--- config.mk ---
export PLATFORM = sky130hd
export DESIGN_NAME = inst_fetch
export DESIGN_NICKNAME = d
export VERILOG_FILES = /design/src/rtl/inst_fetch_pkg.sv /design/src/rtl/inst_fetch_fifo.sv /design/src/rtl/inst_fetch.sv
export SDC_FILE = /design/constraint.sdc
export NUM_CORES = 1
export LEC_CHECK = 0
export ABC_AREA = 1
export BUFFER_PORTS_ARGS = -buffer_cell sky130_fd_sc_hd__buf_2
export CORE_ASPECT_RATIO = 1.75
export CORE_MARGIN = 4
export CORE_UTILIZATION = 35
export DETAILED_ROUTE_END_ITERATION = 12
export GPL_ROUTABILITY_DRIVEN = 0
export PLACE_DENSITY = 0.61
export REMOVE_ABC_BUFFERS = 1
export SETUP_SLACK_MARGIN = 0.3
export SYNTH_ARGS = -nofsm -noshare
export SYNTH_HDL_FRONTEND = slang
export SYNTH_SLANG_ARGS = --single-unit
export TNS_END_PERCENT = 10
--- constraint.sdc ---
create_clock -name CLK -period 7.9 [get_ports CLK]
set_clock_uncertainty 0.05 [all_clocks]
set_input_delay 1.58 -clock CLK [delete_from_list [all_inputs] [get_ports CLK]]
set_output_delay 1.58 -clock CLK [all_outputs]
set_load 0.02 [all_outputs]
--- src/rtl/inst_fetch_pkg.sv ---
// Shared fetch-stage definitions: address width, reset PC, instruction size
// and the FIFO entry layout.
package inst_fetch_pkg;

  localparam int unsigned PC_W       = 64;
  localparam logic [PC_W-1:0] RESET_PC = 64'h0000_0000_8000_0000;
  localparam int unsigned INST_BYTES = 4;

  typedef struct packed {
    logic [31:0]     word;
    logic [PC_W-1:0] pc;
  } fetch_entry_t;

  typedef enum logic {
    ST_RUN,
    ST_DRAIN
  } fetch_state_e;

endpackage

--- src/rtl/inst_fetch_fifo.sv ---
// Small power-of-two FIFO for fetched words; synchronous clear overrides
// push/pop, head is read straight from the storage registers.
module fetch_fifo
  import inst_fetch_pkg::*;
#(
  parameter int unsigned DEPTH = 2,
  parameter int unsigned W     = $bits(fetch_entry_t)
) (
  input  logic                       i_clk,
  input  logic                       i_rst_n,
  input  logic                       i_clr,
  input  logic                       i_push,
  input  logic [W-1:0]               i_push_data,
  input  logic                       i_pop,
  output logic [W-1:0]               o_head,
  output logic [$clog2(DEPTH+1)-1:0] o_count,
  output logic                       o_full,
  output logic                       o_empty
);

  localparam int unsigned AW = $clog2(DEPTH);
  localparam int unsigned CW = $clog2(DEPTH + 1);
  localparam logic [CW-1:0] FULL_CNT = CW'(DEPTH);

  logic [W-1:0]  r_mem [DEPTH];
  logic [AW-1:0] r_rd;
  logic [AW-1:0] r_wr;
  logic [CW-1:0] r_count;
  logic          w_push;
  logic          w_pop;

  assign o_full  = (r_count == FULL_CNT);
  assign o_empty = (r_count == '0);
  assign o_count = r_count;
  assign o_head  = r_mem[r_rd];

  assign w_pop  = i_pop && !o_empty;
  assign w_push = i_push && (!o_full || w_pop);

  always_ff @(posedge i_clk or negedge i_rst_n) begin
    if (!i_rst_n) begin
      r_rd    <= '0;
      r_wr    <= '0;
      r_count <= '0;
    end else if (i_clr) begin
      r_rd    <= '0;
      r_wr    <= '0;
      r_count <= '0;
    end else begin
      if (w_push) r_wr <= r_wr + AW'(1);
      if (w_pop)  r_rd <= r_rd + AW'(1);
      r_count <= r_count + CW'(w_push) - CW'(w_pop);
    end
  end

  always_ff @(posedge i_clk) begin
    if (w_push && !i_clr) r_mem[r_wr] <= i_push_data;
  end

endmodule

--- src/rtl/inst_fetch.sv ---
// Instruction fetch front end: credit-limited in-order requests, response
// FIFO to decode, redirect flush with stale-response drain.
// Optional: FETCH_MISALIGN_CHECK_EN adds the sticky fetch_fault output.
module inst_fetch #(
  parameter int unsigned          PC_W     = inst_fetch_pkg::PC_W,
  parameter logic [PC_W-1:0]      RESET_PC = inst_fetch_pkg::RESET_PC,
  parameter int unsigned          DEPTH    = 2
) (
  input  logic            CLK,
  input  logic            RST_N,
  input  logic            redirect,
  input  logic [PC_W-1:0] redirect_pc,
  output logic            imem_req_valid,
  input  logic            imem_req_ready,
  output logic [PC_W-1:0] imem_req_addr,
  input  logic            imem_resp_valid,
  input  logic [31:0]     imem_resp_data,
  output logic            inst_valid,
  input  logic            inst_ready,
  output logic [63:0]     inst,
  output logic [PC_W-1:0] inst_pc
`ifdef FETCH_MISALIGN_CHECK_EN
  ,
  output logic            fetch_fault
`endif
);

  import inst_fetch_pkg::*;

  localparam int unsigned CW = $clog2(DEPTH + 1);
  localparam logic [CW:0] CREDIT_MAX = (CW+1)'(DEPTH);

  logic [PC_W-1:0] r_fetch_pc;
  logic [PC_W-1:0] r_resp_pc;
  logic [CW-1:0]   r_outstanding;
  logic [CW-1:0]   r_drop_cnt;
  fetch_state_e    r_state;

  logic [CW-1:0]   w_out_next;
  logic [CW-1:0]   w_drop_next;
  fetch_state_e    w_state_next;
  logic [CW-1:0]   w_fifo_count;
  logic [PC_W-1:0] w_redir_pc;
  logic            w_credit;
  logic            w_req_fire;
  logic            w_resp_ok;
  logic            w_push;
  logic            w_pop;
  logic            w_full;
  logic            w_empty;
  fetch_entry_t    w_push_entry;
  fetch_entry_t    w_head;

  assign w_credit   = ({1'b0, r_outstanding} + {1'b0, w_fifo_count}) < CREDIT_MAX;
  assign w_req_fire = imem_req_valid && imem_req_ready;
  assign w_resp_ok  = imem_resp_valid && (r_outstanding != '0);
  assign w_pop      = inst_valid && inst_ready;

`ifdef FETCH_MISALIGN_CHECK_EN
  logic r_fault;
  assign w_redir_pc     = redirect_pc;
  assign imem_req_valid = w_credit && !r_fault;
  assign fetch_fault    = r_fault;

  always_ff @(posedge CLK or negedge RST_N) begin
    if (!RST_N)        r_fault <= 1'b0;
    else if (redirect) r_fault <= (redirect_pc[1:0] != 2'b00);
  end
`else
  assign w_redir_pc     = redirect_pc & ~PC_W'(3);
  assign imem_req_valid = w_credit;
`endif

  assign imem_req_addr = r_fetch_pc;

  // Redirect sees this cycle's accept/response already accounted, so every
  // request still in flight afterwards is stale and must be dropped.
  always_comb begin
    w_out_next   = r_outstanding + CW'(w_req_fire) - CW'(w_resp_ok);
    w_drop_next  = r_drop_cnt;
    w_push       = 1'b0;
    w_state_next = r_state;
    case (r_state)
      ST_RUN:   w_push = w_resp_ok;
      ST_DRAIN: if (w_resp_ok) w_drop_next = r_drop_cnt - CW'(1);
      default:  w_push = 1'b0;
    endcase
    if (redirect) begin
      w_push      = 1'b0;
      w_drop_next = w_out_next;
    end
    w_state_next = (w_drop_next != '0) ? ST_DRAIN : ST_RUN;
  end

  always_ff @(posedge CLK or negedge RST_N) begin
    if (!RST_N) begin
      r_state       <= ST_RUN;
      r_outstanding <= '0;
      r_drop_cnt    <= '0;
      r_fetch_pc    <= RESET_PC;
      r_resp_pc     <= RESET_PC;
    end else begin
      r_state       <= w_state_next;
      r_outstanding <= w_out_next;
      r_drop_cnt    <= w_drop_next;
      if (redirect) begin
        r_fetch_pc <= w_redir_pc;
        r_resp_pc  <= w_redir_pc;
      end else begin
        if (w_req_fire) r_fetch_pc <= r_fetch_pc + PC_W'(INST_BYTES);
        if (w_push)     r_resp_pc  <= r_resp_pc + PC_W'(INST_BYTES);
      end
    end
  end

  assign w_push_entry.word = imem_resp_data;
  assign w_push_entry.pc   = r_resp_pc;

  fetch_fifo #(
    .DEPTH (DEPTH),
    .W     ($bits(fetch_entry_t))
  ) u_fifo (
    .i_clk       (CLK),
    .i_rst_n     (RST_N),
    .i_clr       (redirect),
    .i_push      (w_push && !w_full),
    .i_push_data (w_push_entry),
    .i_pop       (w_pop),
    .o_head      (w_head),
    .o_count     (w_fifo_count),
    .o_full      (w_full),
    .o_empty     (w_empty)
  );

  assign inst_valid = !w_empty;
  assign inst       = inst_valid ? {32'b0, w_head.word} : '0;
  assign inst_pc    = inst_valid ? w_head.pc : '0;

endmodule

==> results <==
- The maximum vdd drop is 0.000234 V.
- The final-report hold violation count is 0.
- The combinational family with the most area after synthesis is simple AND/OR/NAND/NOR gates.
- The end of the worst register-to-register path is imem_req_addr[7].
- The fraction of final layout cells sized beyond drive strength 1 is 0.171.
- The total wire length after detailed routing is ~56000 um.
- The path type of the worst setup path is register to output port.
- Clock tree synthesis found a total of 321 sinks.
- The minimum setup slack among reg-to-reg paths is 4690 ps.
- The Yosys warning count is 0.
- The finished cells cover 19500 um2.
- Of the total synthesized cell area, the portion taken by full adders, half adders and majority gates is 0.00566.
- The fmax is 0.206 GHz.
- The cell area after placement is approximately 19000 um2.
- The number of cell rows is 105.
- The timing endpoint of the critical path is inst_pc[45].
- roughly 300 I/O pins were placed.
- Timing analysis after detailed placement gives a worst setup slack of 3360 ps.
- The share of the synthesized area in the top cell type is 0.336.
- The number of pins exceeding their max-slew limit in the final report came to 0.
- The launching point of the worst reg2reg path is u_fifo.o_count[0].
- The insertion delay to the later sink of the worst-skew pair is 590 ps.
- Summed over all cells, the static leakage comes to 8.36 nW.
- Max-cap violations in this run came to 0.
- Of the synthesized area, sequential elements account for 0.535.
- Once detail routing completed, the nets flagged for antenna violations numbered 0.
- The post-synthesis async set-or-reset flop share is 0.414.
- The distinct cell type count after synthesis is 42.
- CTS built an H-tree with a depth of 1.
- The first-pass GRT wire length is 85500 um.
- The number of buffers added by the clock tree synthesis step is 31.
- In this run, the number of DRC markers left after iteration 0 of detailed routing was 1348.
- Yosys attributes the largest share of cell area to sky130_fd_sc_hd__edfxtp_1 (34%), sky130_fd_sc_hd__dfrtp_1 (20%), sky130_fd_sc_hd__nand2_1 (15%).
- The via count is 14772.
- The die covers 51700 um2.
- The area growth from synthesis to layout is 16.4%.
- The required time of the worst setup path is 6270 ps.
- The detailed placement HPWL is 41500 um.
- The instance count after placement with tap cells included is 2789.
- The number of antenna diodes in the final layout is 0.
- The top cell types in the final layout, fill and taps aside, are sky130_fd_sc_hd__nand2_1 (673), sky130_fd_sc_hd__buf_2 (256), sky130_fd_sc_hd__edfxtp_1 (188).
- The number of hold buffers added after cts is 0.
- The share of cell area taken by muxes after synthesis is 0.
- The kind of start point of the critical path is a register.
- Setup violations remaining at the end of the flow were counted as 0.
- Port buffering added 257 buffers.
- Of all nets on the critical path, the largest fanout is 64.
- The compound-gate portion of the synthesized area is 0.0763.
- The number of flops mapped to enable cells by yosys is 188.
- Across every metal layer, demand over resource in global routing totals 0.210.
- Setup repair after global routing left no endpoint under its margin.
- The worst setup path startpoint is u_fifo.r_rd.
- The flow ran to the end, and the final reports show no timing, DRC or antenna violations.
- The initial antenna violation count is 0.
- The region available for standard cell placement spans 47200 um2.
- Across all hold checks on the routed design, the worst slack comes to 456 ps.
- The number of buffers on the longest clock path is 3.
- The root buffer cell chosen for the clock tree is sky130_fd_sc_hd__clkbuf_16.
- In this run the worst hold path is classified as register to register.
- The number of search-and-repair iterations in the first detailed-routing pass is 5.
- After detailed routing, the number of remaining DRC violations is 0.
- The library cell used most frequently in the layout, excluding fill and tap cells, is sky130_fd_sc_hd__nand2_1.
- Global routing finished with a remaining overflow of 0.
- STA classifies the critical path endpoint as an output port.
- The initial cell density of the core is 0.356.
- TritonCTS built the clock tree.
- The via density per instance is between 5 and 6.
- Once the clock tree was built, the resizer swapped 0 gates to a different size.
- The via count of the first global-routing pass came to 14571.
- The length in cells of the worst reg-to-reg path is 10.
- STA puts the critical path data arrival time at around 3200 ps.
- Setup total negative slack on the finished layout was measured at 0 ps.
- After detailed routing, the average wire length per cell comes to 19.7 um.
- The floorplan step set the die height to 298 um.
- The power per cell area is 300 nW/um2.
- After synthesis the netlist holds a flip-flop and latch count of 321.
- The smallest clock period supported by the final layout is computed as ~4900 ps.
- For this run, the post-layout net count is around 2300.
- A synthesized cell averages 8.42 um2.
- After layout, the worst setup slack is 3040 ps.
- The setup fix buffers added after clock tree synthesis is 0.
- The die is 174 um wide.
- The portion of the clock cycle consumed by the worst path in the final layout is 0.615.
- The mapped netlist covers 16800 um2.
- Measured on the finished design, the core utilization comes to 0.414.
- For the pin with the worst max-slew slack, the measured transition is 1230 ps.
- The cell taking the most area after synthesis is sky130_fd_sc_hd__edfxtp_1.
- Of the total synthesized cell area, the portion taken by AND, OR, NAND and NOR gates is 0.281.
- Once layout is complete, the cells apart from fillers number about 2800.
- The pin count of the biggest net entering global routing is slightly below 100.
- Headroom to the max-slew limit came out at 0.178.
- The post-CTS clock slew at the launch and capture registers of the worst setup and hold paths is approximately 60 ps.
- The main flop type after synthesis is sky130_fd_sc_hd__edfxtp_1.
- Power comes to between 5 and 6 mW.
- Of the total synthesized cell area, the portion taken by XOR and XNOR cells is 0.0339.
- After technology mapping, the gate count stands at 1995.
## cells in the mapped netlist, types with 3 or more instances
cell and count:
sky130_fd_sc_hd__a21oi_1 115, sky130_fd_sc_hd__a31oi_1 5, sky130_fd_sc_hd__and2_1 4, sky130_fd_sc_hd__buf_1 19, sky130_fd_sc_hd__buf_2 10, sky130_fd_sc_hd__buf_4 37
sky130_fd_sc_hd__clkbuf_1 33, sky130_fd_sc_hd__dfrtp_1 131, sky130_fd_sc_hd__edfxtp_1 188, sky130_fd_sc_hd__ha_1 6, sky130_fd_sc_hd__inv_1 160, sky130_fd_sc_hd__inv_2 5
sky130_fd_sc_hd__nand2_1 673, sky130_fd_sc_hd__nand2_2 11, sky130_fd_sc_hd__nand3_1 130, sky130_fd_sc_hd__nand3b_1 3, sky130_fd_sc_hd__nand4_1 39, sky130_fd_sc_hd__nor2_1 187
sky130_fd_sc_hd__nor2_2 19, sky130_fd_sc_hd__nor2_4 10, sky130_fd_sc_hd__nor3_1 19, sky130_fd_sc_hd__nor3_2 3, sky130_fd_sc_hd__o211ai_1 30, sky130_fd_sc_hd__o21ai_0 54
sky130_fd_sc_hd__o21bai_1 11, sky130_fd_sc_hd__o221ai_1 6, sky130_fd_sc_hd__or2_2 3, sky130_fd_sc_hd__xnor2_1 14, sky130_fd_sc_hd__xor2_1 51
## flip-flops by register name, summed over array words and instances (netlist names)
name,count
imem_req_addr,62
r_drop_cnt,2
r_outstanding,2
r_resp_pc,62
r_state,1
u_fifo.o_count,2
u_fifo.r_mem,188
u_fifo.r_rd,1
u_fifo.r_wr,1
## metal layers
metal,wire [um],up-vias,global-route usage
met5,0,-,0
met4,3740,0,0.120
met3,3460,166,0.0263
met2,28400,644,0.380
met1,20500,6994,0.238
li1,-,6968,-
## cells by family (layout without fill, tap and decap cells)
group,Yosys count,count (layout)
AND/OR/NAND/NOR,1110,1110
flip-flops,321,321
buffers and inverters,264,492
AO/OA/AOI/OAI,227,227
XOR/XNOR,65,65
adder cells (fa/ha/maj),7,7
other,1,36
## critical path: stages, from the launching register on
cell and delay [ps]:
sky130_fd_sc_hd__dfrtp_4 610, sky130_fd_sc_hd__inv_2 910, sky130_fd_sc_hd__buf_4 490, sky130_fd_sc_hd__nand2_1 80, sky130_fd_sc_hd__a21oi_1 260, sky130_fd_sc_hd__buf_2 230
## worst min-delay path by stage
stage | startpoint | to | slack [ps] | cells after the start
2_1_floorplan | r_resp_pc[63] | u_fifo.r_mem[0][63] | 410 | 0
3_5_place_dp | r_resp_pc[62] | u_fifo.r_mem[0][62] | 440 | 0
5_1_grt | r_resp_pc[62] | u_fifo.r_mem[1][62] | 470 | 0
4_1_cts | r_resp_pc[62] | u_fifo.r_mem[1][62] | 450 | 0
3_3_place_gp | r_resp_pc[62] | u_fifo.r_mem[1][62] | 440 | 0
6_report | r_resp_pc[62] | u_fifo.r_mem[0][62] | 460 | 0
## power breakdown
part           switching [mW]  total, mW  internal [mW]
Clock                   0.675       1.49          0.810
Combinational            1.41       1.99          0.577
Sequential              0.341       2.40           2.06
Total                    2.43       5.87           3.44
## cell type report
| class | count | area [um2] |
|---|---|---|
| clock buffers | 36 | 815 |
| clock inverters | 21 | 184 |
| fillers | 4679 | 27600 |
| inverters | 165 | 619 |
| multi-input cells | 1445 | 6830 |
| flip-flops and latches | 321 | 8980 |
| well taps | 588 | 736 |
| repair buffers | 270 | 1390 |
No activity file was read; power rests on OpenSTA's default activity.
